--- src/rtl/data_path_pkg.sv ---
// Shared types for the fetch->decode boundary: the queued fetch entry and the default bubble.
package data_path_pkg;

  localparam int          XLEN_DEFAULT      = 32;
  localparam logic [31:0] NOP_INSTR_DEFAULT = 32'h0000_0013;

  typedef struct packed {
    logic [XLEN_DEFAULT-1:0] instr;
    logic [XLEN_DEFAULT-1:0] pc;
    logic [XLEN_DEFAULT-1:0] pc_plus4;
    logic [XLEN_DEFAULT-1:0] pred_target;
    logic                    pred_taken;
  } fq_entry_t;

endpackage

--- src/rtl/fetch_queue.sv ---
// Decoupled fetch->decode queue: DEPTH-entry circular FIFO of fetch entries.
// The head is presented combinationally; an empty queue shows a NOP bubble to decode.
module fetch_queue
  import data_path_pkg::*;
#(
  parameter int               DEPTH       = 4,
  parameter int               XLEN        = XLEN_DEFAULT,
  parameter logic [XLEN-1:0]  NOP_INSTR   = NOP_INSTR_DEFAULT,
  parameter bit               BYPASS_FULL = 1'b1
) (
  input  logic                     clk,
  input  logic                     reset,
  input  logic                     ValidF,
  input  logic [XLEN-1:0]          InstrF,
  input  logic [XLEN-1:0]          PCF,
  input  logic [XLEN-1:0]          PCPlus4F,
  input  logic [XLEN-1:0]          PredPCTargetF,
  input  logic                     PCSrcPredF,
  output logic                     ReadyF,
  input  logic                     StallD,
  input  logic                     FlushD,
  output logic                     ValidD,
  output logic [XLEN-1:0]          InstrD,
  output logic [XLEN-1:0]          PCD,
  output logic [XLEN-1:0]          PCPlus4D,
  output logic [XLEN-1:0]          PredPCTargetD,
  output logic                     PCSrcPredD,
  output logic [$clog2(DEPTH):0]   CountQ
);

  localparam int PTR_W = $clog2(DEPTH);
  localparam int CNT_W = PTR_W + 1;

  fq_entry_t              mem_r [DEPTH];
  logic [PTR_W-1:0]       rd_ptr_r;
  logic [PTR_W-1:0]       wr_ptr_r;
  logic [CNT_W-1:0]       count_r;
  logic                   enq_s;
  logic                   deq_s;
  fq_entry_t              head_s;
  fq_entry_t              wr_entry_s;

  // Handshake, head decode and bubble insertion.
  always_comb begin
    wr_entry_s = '{instr: InstrF, pc: PCF, pc_plus4: PCPlus4F,
                   pred_target: PredPCTargetF, pred_taken: PCSrcPredF};
    head_s     = mem_r[rd_ptr_r];
    ValidD     = (count_r != {CNT_W{1'b0}});
    deq_s      = ValidD & ~StallD;
    ReadyF     = (count_r < CNT_W'(DEPTH)) | (BYPASS_FULL & deq_s);
    enq_s      = ValidF & ReadyF;
    CountQ     = count_r;
    if (ValidD) begin
      InstrD        = head_s.instr;
      PCD           = head_s.pc;
      PCPlus4D      = head_s.pc_plus4;
      PredPCTargetD = head_s.pred_target;
      PCSrcPredD    = head_s.pred_taken;
    end else begin
      InstrD        = NOP_INSTR;
      PCD           = {XLEN{1'b0}};
      PCPlus4D      = {XLEN{1'b0}};
      PredPCTargetD = {XLEN{1'b0}};
      PCSrcPredD    = 1'b0;
    end
  end

  // Storage, pointers and occupancy; a flush drops any same-cycle enq/deq.
  always_ff @(posedge clk or negedge reset) begin
    if (!reset) begin
      rd_ptr_r <= {PTR_W{1'b0}};
      wr_ptr_r <= {PTR_W{1'b0}};
      count_r  <= {CNT_W{1'b0}};
      for (int i = 0; i < DEPTH; i++) begin
        mem_r[i] <= '0;
      end
    end else if (FlushD) begin
      rd_ptr_r <= {PTR_W{1'b0}};
      wr_ptr_r <= {PTR_W{1'b0}};
      count_r  <= {CNT_W{1'b0}};
    end else begin
      if (enq_s) begin
        mem_r[wr_ptr_r] <= wr_entry_s;
        wr_ptr_r        <= wr_ptr_r + {{(PTR_W-1){1'b0}}, 1'b1};
      end
      if (deq_s) begin
        rd_ptr_r <= rd_ptr_r + {{(PTR_W-1){1'b0}}, 1'b1};
      end
      case ({enq_s, deq_s})
        2'b10:   count_r <= count_r + {{(CNT_W-1){1'b0}}, 1'b1};
        2'b01:   count_r <= count_r - {{(CNT_W-1){1'b0}}, 1'b1};
        default: count_r <= count_r;
      endcase
    end
  end

endmodule

--- config.mk ---
export PLATFORM = sky130hd
export DESIGN_NAME = fetch_queue
export DESIGN_NICKNAME = d
export VERILOG_FILES = /design/src/rtl/data_path_pkg.sv /design/src/rtl/fetch_queue.sv
export SDC_FILE = /design/constraint.sdc
export NUM_CORES = 1
export LEC_CHECK = 0
export ABC_AREA = 0
export CAP_MARGIN = 0
export CORE_ASPECT_RATIO = 2
export CORE_UTILIZATION = 54
export CTS_CLUSTER_DIAMETER = 80
export DETAILED_ROUTE_END_ITERATION = 10
export PLACE_DENSITY = 0.77
export SYNTH_ARGS = -nofsm -noshare
export SYNTH_HDL_FRONTEND = slang
export SYNTH_SLANG_ARGS = --single-unit
--- constraint.sdc ---
create_clock -name clk -period 2.6 [get_ports clk]
set_input_delay 0.65 -clock clk [delete_from_list [all_inputs] [get_ports clk]]
set_output_delay 0.65 -clock clk [all_outputs]
set_load 0.1 [all_outputs]
# --- After elaboration in Yosys (flattened, before gate mapping) ---
# Cells that the tools add are included.
totals:
  romBits: 0
  ramBits: 0
  wordCells: 63
  latch_bits: 0
  memories: 0
  register_bits: 523
  out_inout_bits: 134
classes:
  div_mod_pow: 0
  mul: 0
  n_mux: 17
  addsub: 4
  n_reduce_logical: 6
  shifts: 0
  magnitude_cmp: 4
  bitwise: 7
  n_eq_ne: 2
ops:
  columns: ["operator", "count"]
  rows:
  - ["bitwise mux 516 bit", 1]
  - ["2-to-1 mux 129 bit", 3]
  - ["binary-select mux 129 bit (select 2 bit)", 1]
  - ["demux 129 bit (select 2 bit)", 1]
  - ["2-to-1 mux 32 bit", 4]
  - ["2-to-1 mux 2 bit", 4]
  - ["greater-or-equal comparator 3 bit (second input constant)", 2]
  - ["inverter 2 -> 3 bit", 2]
  - ["one-hot mux 3 bit (2 select lines)", 1]
  - ["nonzero test 3 bit", 2]
  - ["adder 2 x 1 -> 2 bit (second input constant)", 2]
  - ["nonzero test 2 bit", 2]
  - ["adder 3 x 1 -> 3 bit (second input constant)", 1]
  - ["less-than comparator 3 x 1 -> 1 bit (second input constant)", 1]
  - ["less-than comparator 3 bit (second input constant)", 1]
  - ["2-to-1 mux 3 bit", 1]
  - ["subtractor 3 x 1 -> 3 bit (second input constant)", 1]
  - ["AND 1 bit", 2]
  - ["equality test 2 x 1 -> 1 bit (second input constant)", 1]
  - ["equality test 2 bit (second input constant)", 1]
  - ["inverter 1 bit", 2]
  - ["AND reduction 2 bit", 1]
  - ["logical AND 1 bit", 1]
  - ["2-to-1 mux 1 bit", 1]
  - ["OR 1 bit", 1]

# --- Depth between registers and ports, before layout ---
# Gate-level depths: netlist of the first run.
depth:
  word_depth: 7
  mapped_depth: 7
  mapped_depth_nobuf: 6

# --- Least setup slack after synthesis of the first run ---
# No wires, ideal clock.
synth_timing:
  path_kind: "register to output"
  startpoint: "register count_r[2], in the netlist CountQ[2]"
  endpoint: "output port PredPCTargetD[0]"
  stages_incl_launch_ff: 6
  path_slack_ns: -1.386
  t_required_ns: 1.950
  path_buffers: 2
  arrival_time_ns: 3.336
  path_cell_list: "dfrtp_1 clkbuf_2 nor3_2 inv_2 clkbuf_1 and2_1"
synth_between:
  elab_chain_cells: 2
synth_rtl:
  columns: ["item", "line_no", "text"]
  rows:
  - ["start, declared", "fetch_queue.sv:37", "logic [CNT_W-1:0] count_r;"]
  - ["start signal, assigned", "fetch_queue.sv:73", "count_r <= {CNT_W{1'b0}};"]
  - ["start signal, assigned", "fetch_queue.sv:80", "count_r <= {CNT_W{1'b0}};"]
  - ["start signal, assigned", "fetch_queue.sv:90", "2'b10: count_r <= count_r + {{(CNT_W-1){1'b0}}, 1'b1};"]
  - ["nonzero test 3 bit", "fetch_queue.sv:48", "ValidD = (count_r != {CNT_W{1'b0}});"]
  - ["via ValidD", "fetch_queue.sv:22", "output logic ValidD,"]
  - ["2-to-1 mux 32 bit", "fetch_queue.sv:53", "if (ValidD) begin"]
  - ["end, declared", "fetch_queue.sv:26", "output logic [XLEN-1:0] PredPCTargetD,"]
# The timed path passes the listed nets, and every way through them passes these cells.

# --- Worst setup path in the final report of the first run ---
layout_timing:
  startpoint: "register rd_ptr_r[0]"
  endpoint: "output port InstrD[0]"
layout_between:
  elab_chain_cells: 5
layout_rtl:
  columns: ["item", "line_no", "text"]
  rows:
  - ["start, declared", "fetch_queue.sv:35", "logic [PTR_W-1:0] rd_ptr_r;"]
  - ["start signal, assigned", "fetch_queue.sv:71", "rd_ptr_r <= {PTR_W{1'b0}};"]
  - ["start signal, assigned", "fetch_queue.sv:78", "rd_ptr_r <= {PTR_W{1'b0}};"]
  - ["start signal, assigned", "fetch_queue.sv:87", "rd_ptr_r <= rd_ptr_r + {{(PTR_W-1){1'b0}}, 1'b1};"]
  - ["inverter 2 -> 3 bit (implied by the code)", "fetch_queue.sv:47", "head_s = mem_r[rd_ptr_r];"]
  - ["binary-select mux 129 bit (select 2 bit)", "fetch_queue.sv:47", null]
  - ["2-to-1 mux 129 bit (implied by the code) (2 in series)", "fetch_queue.sv:47", null]
  - ["2-to-1 mux 32 bit", "fetch_queue.sv:53", null]
  - ["end, declared", "fetch_queue.sv:23", "output logic [XLEN-1:0] InstrD,"]
# No other way between the ends. The select of a mux whose other input is x is not followed.

==> results of run 1 <==
## state kept, by name (all words and copies together), names as in the netlist
signal	count
wr_ptr_r	2
mem_r	516
rd_ptr_r	2
CountQ	3
## critical path, delay by kind of cell (launching register included)
family | cells | cell delay, ns
buffers and inverters | 4 | 0.57
muxes | 1 | 0.49
DFF | 1 | 0.46
and+or+nand+nor | 1 | 0.25
## metal layers
layer  GRT usage, %  share of wire (%)  vias to the layer above
met3          4.397                3.8                       91
met4          10.56                3.3                        4
met1          30.13                 38                     7344
li1               -                  -                     5937
met5              0              0.049                        -
met2          46.32                 55                      287
## through the flow
step                utilization, %  hold slack [ns]
CTS                          71.59          0.08275
floorplan                        -           0.3544
finish                       71.84          0.06708
global route                 71.84           0.1076
detailed placement           66.87           0.4870
global placement             66.87           0.4807
## final timing paths
| check | startpoint | end | slack [ns] |
|---|---|---|---|
| max reg2reg | CountQ[1] | CountQ[2] | 0.46 |
| max | rd_ptr_r[0] | InstrD[0] | -0.39 |
| min | reset | mem_r[302] | 0.07 |
| min in group clk | mem_r[172] | mem_r[172] | 0.50 |
| max in group asynchronous | reset | mem_r[27] | 1.58 |
| min reg2reg | mem_r[172] | mem_r[172] | 0.50 |
## cell families (layout without fill, tap and decap cells)
kind of cell               Yosys count  after routing
AOI/OAI and AO/OA                   15             15
xor gates and xnor gates             1              1
adders and majority gates            5              5
buffers and inverters              107            447
DFF                                523            523
muxes                              646            646
other                                0              8
and+or+nand+nor                    152            152
## report_power, final
| group | switching, W | internal (W) |
|---|---|---|
| logic | 0.00609 | 0.00603 |
| registers | 0.00133 | 0.0108 |
| clock network | 0.00303 | 0.00416 |
## timing repair
action,in CTS,in global routing
setup buffers,13,2
pin swaps,1,1
setup endpoints to repair,130,130
resized for setup,97,5
cloned,6,2
## final cells by class
type                    instances  area, um^2
clock buffers                  62        1355
fillers                      2713       12220
flip-flops and latches        523       13100
multi-input cells             819       10180
well taps                     550       688.2
repair buffers                362        5562
diodes                          8       20.02
clock inverters                18       236.5
inverters                       5       20.02
## Yosys cell counts (all sizes together), types with 2 or more instances
cell type	n	area share, %
dfrtp	523	55
mux2	516	24
mux4	129	12
and2	126	3.3
buf	74	2.9
clkbuf	28	0.45
a21oi	6	0.13
inv	5	0.079
nor2	5	0.079
or2	5	0.13
ha	4	0.21
nand3	4	0.084
or3	3	0.079
a21o	2	0.063
o21ai	2	0.042
or4	2	0.063
==> impl_metrics.toml, run 1 <==
[timing]
hold_viol = 0
min_period_over_period_pct = 115.1
worst_pin_slew_ns = 0.6630
worst_slew_margin_rel_pct = 55.80
finalCriticalPeriod_ns = 2.992
fmaxAchievable_mhz = 334.2
rsz0062_at_grt = "yes"
final_max_slew_viol_count = 0
setup_tns_ns = -41.16
setup_ws_ns = -0.3920
setup_viol = 129
finalClockSkew_ns = 0.01860

[synth]
synthArstFlopShare_pct = 100.0
synth_cell_types = 36
muxShareOfSynthArea_pct = 36.77
ys_ff_latch = 523
synth-simple-area-share_pct = 3.960
synth-edff-count = 0
synth_top_family_by_area = "multiplexers"
synthAdderAreaFrac_pct = 0.2953
synth_compound_area_share_pct = 0.4007
synth_nets = 1588
synth_area_mm2 = 0.02373
synth_xor_area_share_pct = 0.03691
syn_inst = 1449
ys.flop_type = "dfrtp_1"
synth_seq_area_share_pct = 55.15
syn_avg_cell_area_um2 = 16.38
yosysWarnings = 0

[power]
design_power_total_w = 0.03143
ir_drop_uv = 929.6
power.density_mw_per_mm2 = 1009
leakagePower_nw = 13.63

[worst_setup_path]
cpMaxStageDelayCell = "mux4_2"
worstPathCellList = "buf_6, buf_12, buf_8, mux4_2, or2_4, buf_12"
reg2reg_depth = 6
critPathMaxStageDelay_ns = 0.49
cp_common_cell = "buf_12"
cp-end-kind = "output port"
cp_max_fo = 5
arrival_ns = 2.34
startpoint_type = "register"
crit_required_ns = 1.95
worst-setup-path-type = "register to output port"

[grt]
grt_pass1_wl_um = 88060
grt_pass1_vias = 15826
track_usage_pct = 25.80
grt_max_degree = 81
grt.overflow.total = 0
antenna_found_initial = 10

[placement]
hpwl_um = 35950
dp_cells = 2238
place_area_mm2 = 0.02901
io_buffers = 267
place_ws_ns = 0.05203
routabilityCongestion = 0.7587

[die]
die_w_um = 150.2
start_util_pct = 54.71
die_h_um = 298.5
fp.coreArea_mm2 = 0.04338
die_area_mm2 = 0.04484
io_pins = 268
rows = 108

[clock_network]
htreeDepth = 2
clock_latency_ns = 0.56
clk_pin_slew_ns = 0.07
cts_max_path_buffers = 3
cts_tree = "done"
numCtsBuffers = 47
cts-hold-fix-buffers = 0
cts_sinks = 523
cts_root_buffer = "clkbuf_16"

[route]
totalWireLength_um = 55440
via_per_inst = 5.821
dr_total_vias = 13663
drc = 0
ant_nets = 0
avgRoutedWirePerCell_um = 23.62
drt_first_iter_violations = 421
drt-pass1-iter-count = 4

[min_path]
min_path_type = "input pin to asynchronous set/reset pin"

[run_status]
violations = "negative setup slack"
status = "finished, violations left"

[final_layout]
nets = 1897
instances_no_fill = 2347
final_layout_size_suffix_gt1_share_pct = 61.04
fin_area_mm2 = 0.03116
area_delta_synth_final_pct = 31.31
final_common_cell = "dfrtp_1"
mostFrequentLayoutCells = "518 x dfrtp_1, 516 x mux2_2, 178 x buf_12"

[job]
cap_violations = 0
(Power assumes the default switching activity.)
==> run 2: changes to the inputs <==
CTS_CLUSTER_SIZE = 8   (was not set)
SETUP_SLACK_MARGIN = 0.05   (was not set)
==> impl_metrics.toml, run 2 (synthesized netlist as in run 1, its figures left out) <==
[power]
ir_drop_uv = 762.6
leakagePower_nw = 14.03
power.density_mw_per_mm2 = 1033

[clock_network]
clk_pin_slew_ns = 0.05
numCtsBuffers = 75
cts_max_path_buffers = 3
clock_latency_ns = 0.58
cts_sinks = 523
htreeDepth = 3
cts-hold-fix-buffers = 0
cts_tree = "done"
cts_root_buffer = "clkbuf_16"

[route]
dr_total_vias = 13904
avgRoutedWirePerCell_um = 24.31
totalWireLength_um = 57880
drt-pass1-iter-count = 4
drc = 0
ant_nets = 0
drt_first_iter_violations = 340
via_per_inst = 5.840

[final_layout]
area_delta_synth_final_pct = 34.64
nets = 1956
regMostFlops = "mem_r"
instances_no_fill = 2381
final_layout_size_suffix_gt1_share_pct = 61.97
mostFrequentLayoutCells = "518 x dfrtp_1, 516 x mux2_2, 179 x buf_12"
final_common_cell = "dfrtp_1"
largest_reg_flops = 516

[die]
io_pins = 268
fp.coreArea_mm2 = 0.04338
start_util_pct = 54.71
die_h_um = 298.5
rows = 108
die_w_um = 150.2
die_area_mm2 = 0.04484

[timing]
finalCriticalPeriod_ns = 2.998
worst_pin_slew_ns = 0.5511
fmaxAchievable_mhz = 333.5
setup_ws_ns = -0.3983
finalClockSkew_ns = 0.02091
hold_viol = 0
min_period_over_period_pct = 115.3
rsz0062_at_grt = "yes"
final_max_slew_viol_count = 0
setup_viol = 129
worst_slew_margin_rel_pct = 63.26
setup_tns_ns = -41.09

[placement]
routabilityCongestion = 0.7722
io_buffers = 267
dp_cells = 2263
place_ws_ns = 0.03219
hpwl_um = 37720

[grt]
grt_pass1_vias = 16129
antenna_found_initial = 10
grt_max_degree = 90
grt.overflow.total = 0
track_usage_pct = 27.25
grt_pass1_wl_um = 91320

[min_path]
min_path_type = "input pin to asynchronous set/reset pin"

[worst_setup_path]
cp-end-kind = "output port"
cp_max_fo = 7
worst-setup-path-type = "register to output port"
crit_required_ns = 1.95
arrival_ns = 2.35
startpoint_type = "register"

[run_status]
violations = "negative setup slack"
status = "finished, violations left"

[job]
cap_violations = 0
run 2: cell types whose count changed in the layout (fill, tap and decap cells not counted), moves of 2 or more:
cell,change
clkbuf_16,+28
and2_2,-28
and2_4,+28
buf_16,+4
clkbuf_8,-8
bufinv_16,-5
buf_4,+23
buf_8,+3
diode_2,-2
clkinv_2,-10
clkbuf_1,-2
run 2: metal layers:
layer,routed length (um),vias up,GRT usage (%)
li1,-,6037,-
met1,21190,7372,31.02
met2,31890,372,48.99
met3,2725,115,5.252
met4,2020,8,11.88
met5,48,-,0
run 2: area by class of cell:
type	instances	area, um^2
inverters	5	23.77
well taps	550	688.2
diodes	6	15.01
fillers	2599	11430
clock inverters	6	70.07
multi-input cells	819	10210
repair buffers	393	5923
flip-flops and latches	523	13100
clock buffers	79	1913
run 2: power by group:
group / total (W) / switching, W / internal (W) / leakage [nW]
clock: 0.00846 / 0.00330 / 0.00516 / 0.971
combinational: 0.0124 / 0.00618 / 0.00621 / 6.52
sequential: 0.0122 / 0.00135 / 0.0108 / 6.53
total: 0.0330 / 0.0108 / 0.0222 / 14.0
run 2: timing repair:
item	in CTS	in global routing
pin swaps	37	0
setup endpoints to repair	130	130
setup buffers	11	6
resized for setup	127	16
gates cloned	10	3
run 2: path summary, 6_finish.rpt:
kind	from	end	slack (ns)	cells after the start
hold / removal	reset	mem_r[296]	0.01	1
min in group clk	mem_r[208]	mem_r[208]	0.50	1
hold reg to reg	mem_r[208]	mem_r[208]	0.50	1
max in group asynchronous	reset	mem_r[129]	1.68	2
setup / recovery	rd_ptr_r[0]	PCD[3]	-0.40	6
setup reg to reg	CountQ[2]	CountQ[2]	0.46	6
run 2: critical path, cell delays in order, from the launching register on:
cell and delay (ns):
dfrtp_4 0.48, buf_12 0.17, buf_6 0.12, buf_16 0.13, mux4_2 0.52, and2_4 0.18, buf_12 0.16
run 2: through the flow:
step / hold WS, ns / util [%] / power (W) / instance area [um^2]
5_1_grt: 0.02647 / 73.66 / 0.03441 / 31950
2_1_floorplan: 0.3544 / - / 0.01986 / 23940
6_report: 0.01259 / 73.66 / 0.03302 / 31950
3_3_place_gp: 0.4812 / 67.25 / 0.02353 / 29170
4_1_cts: 0.01438 / 73.36 / 0.03324 / 31820
3_5_place_dp: 0.4870 / 67.25 / 0.02404 / 29170
==> run 3: changes to the inputs <==
==> constraint.sdc (replaced) <==
create_clock -name clk -period 3.4 [get_ports clk]
set_input_delay 0.68 -clock clk [delete_from_list [all_inputs] [get_ports clk]]
set_output_delay 0.68 -clock clk [all_outputs]
set_load 0.1 [all_outputs]
==> impl_metrics.toml, run 3 (synthesized netlist as in run 1, its figures left out) <==
[route]
avgRoutedWirePerCell_um = 23.22
totalWireLength_um = 53490
drc = 0
drt-pass1-iter-count = 4
via_per_inst = 5.895
dr_total_vias = 13581
drt_first_iter_violations = 427
ant_nets = 0

[power]
internal_power_w = 0.01649
p_seq_share_pct = 37.9
ir_drop_uv = 557.3
power.density_mw_per_mm2 = 806.8
p_clk_share_pct = 26.7
leakagePower_nw = 13.25
design_power_total_w = 0.02452
swShare_pct = 32.76
switching_power_w = 0.008034
p_comb_share_pct = 35.4

[timing]
rsz0062_at_grt = "no"
setup_viol = 0
worst_pin_slew_ns = 0.5389
hold_viol = 0
setup_tns_ns = 0
fmaxAchievable_mhz = 317.3
final_max_slew_viol_count = 0
worst_slew_margin_rel_pct = 64.07
finalCriticalPeriod_ns = 3.151
finalClockSkew_ns = 0.02030
min_period_over_period_pct = 92.69

[worst_setup_path]
arrival_ns = 2.47
critPathMaxStageDelay_ns = 0.55
cp_max_fo = 37
cpMaxStageDelayCell = "dfrtp_4"
worst-setup-path-type = "register to output port"
worstPathCellList = "buf_12, mux4_2, and2_1, buf_12"
cp-end-kind = "output port"
startpoint_type = "register"
cp_common_cell = "buf_12"
crit_required_ns = 2.72

[final_layout]
regMostFlops = "mem_r"
fin_util_pct = 70.07
nets = 1880
nFillCells = 2799
final_common_cell = "dfrtp_1"
area_delta_synth_final_pct = 28.08
multi_input_area_mm2 = 0.009938
area.sequential_mm2 = 0.01310
mostFrequentLayoutCells = "521 x dfrtp_1, 516 x mux2_2, 152 x buf_12"
largest_reg_flops = 516
final_layout_size_suffix_gt1_share_pct = 55.17

[die]
start_util_pct = 54.71
die_area_mm2 = 0.04484
fp.coreArea_mm2 = 0.04338
die_h_um = 298.5
rows = 108
io_pins = 268
die_w_um = 150.2

[clock_network]
clk_pin_slew_ns = 0.05
cts_sinks = 523
numCtsBuffers = 75
clock_latency_ns = 0.58
htreeDepth = 3
cts_tree = "done"
cts_max_path_buffers = 3
postCtsResizedCells = 0
cts_root_buffer = "clkbuf_16"

[min_path]
min_path_type = "input pin to asynchronous set/reset pin"

[placement]
hpwl_um = 34260
io_buffers = 267
routabilityCongestion = 0.7353

[grt]
track_usage_pct = 25.20
grt_max_degree = 98
antenna_found_initial = 5
grt.overflow.total = 0
grt_pass1_vias = 15838
grt_pass1_wl_um = 86110

[job]
cap_violations = 0

[run_status]
status = "complete, no violations"
run 3: timing repair:
item,4_1_cts,5_1_grt
setup endpoints to repair,7,1
pin swaps,0,0
hold buffers,0,0
buffers inserted,4,1
run 3: critical path: cells and delay by family (launching register included):
kind	cells	cell delay [ns]
buffers and inverters	2	0.54
DFF	1	0.55
muxes	1	0.54
and+or+nand+nor	1	0.25
run 3: per-layer routing:
layer | GRT usage (%) | part of all wire (%)
met5 | 0 | 0
met4 | 10.58 | 3.3
met3 | 4.595 | 4.0
met2 | 46.22 | 56
met1 | 28.15 | 37
run 3: layout make-up:
| type | instances | area share (%) |
|---|---|---|
| Multi-Input combinational cell | 819 | 32.70 |
| Tap cell | 550 | 2.264 |
| Clock buffer | 80 | 6.447 |
| Timing Repair Buffer | 317 | 15.20 |
| Inverter | 5 | 0.06587 |
| Clock inverter | 5 | 0.2017 |
| Sequential cell | 523 | 43.08 |
| Antenna cell | 5 | 0.04117 |
run 3: final timing paths:
path / startpoint / to / slack (ns) / cells after the start
max: rd_ptr_r[0] / PCPlus4D[14] / 0.25 / 4
min in group clk: mem_r[199] / mem_r[199] / 0.49 / 1
max reg2reg: CountQ[2] / mem_r[179] / 1.19 / 4
max in group asynchronous: reset / mem_r[354] / 2.37 / 3
min: reset / mem_r[303] / 0.03 / 1
min reg2reg: mem_r[199] / mem_r[199] / 0.49 / 1
run 3: power by group through the flow:
stage | logic [W] | registers [W] | clock network, W
finish | 0.00869 | 0.00929 | 0.00655
global route | 0.00909 | 0.00954 | 0.00696
CTS | 0.00877 | 0.00929 | 0.00669
detailed placement | 0.00872 | 0.00938 | 0
global placement | 0.00854 | 0.00918 | 0
floorplan | 0.00608 | 0.00897 | 0
run 3: per-stage QoR:
step | setup slack (ns) | instance area [um^2] | hold slack (ns) | cells
after floorplan | 0.1321 | 23780 | 0.3844 | 1449
final | 0.2486 | 30390 | 0.03163 | 2304
after global placement | 0.6660 | 28310 | 0.4810 | 2209
after detailed placement | 0.6297 | 28310 | 0.4870 | 2209
after global routing | 0.1428 | 30390 | 0.04192 | 2304
after CTS | 0.07125 | 30360 | 0.02303 | 2298
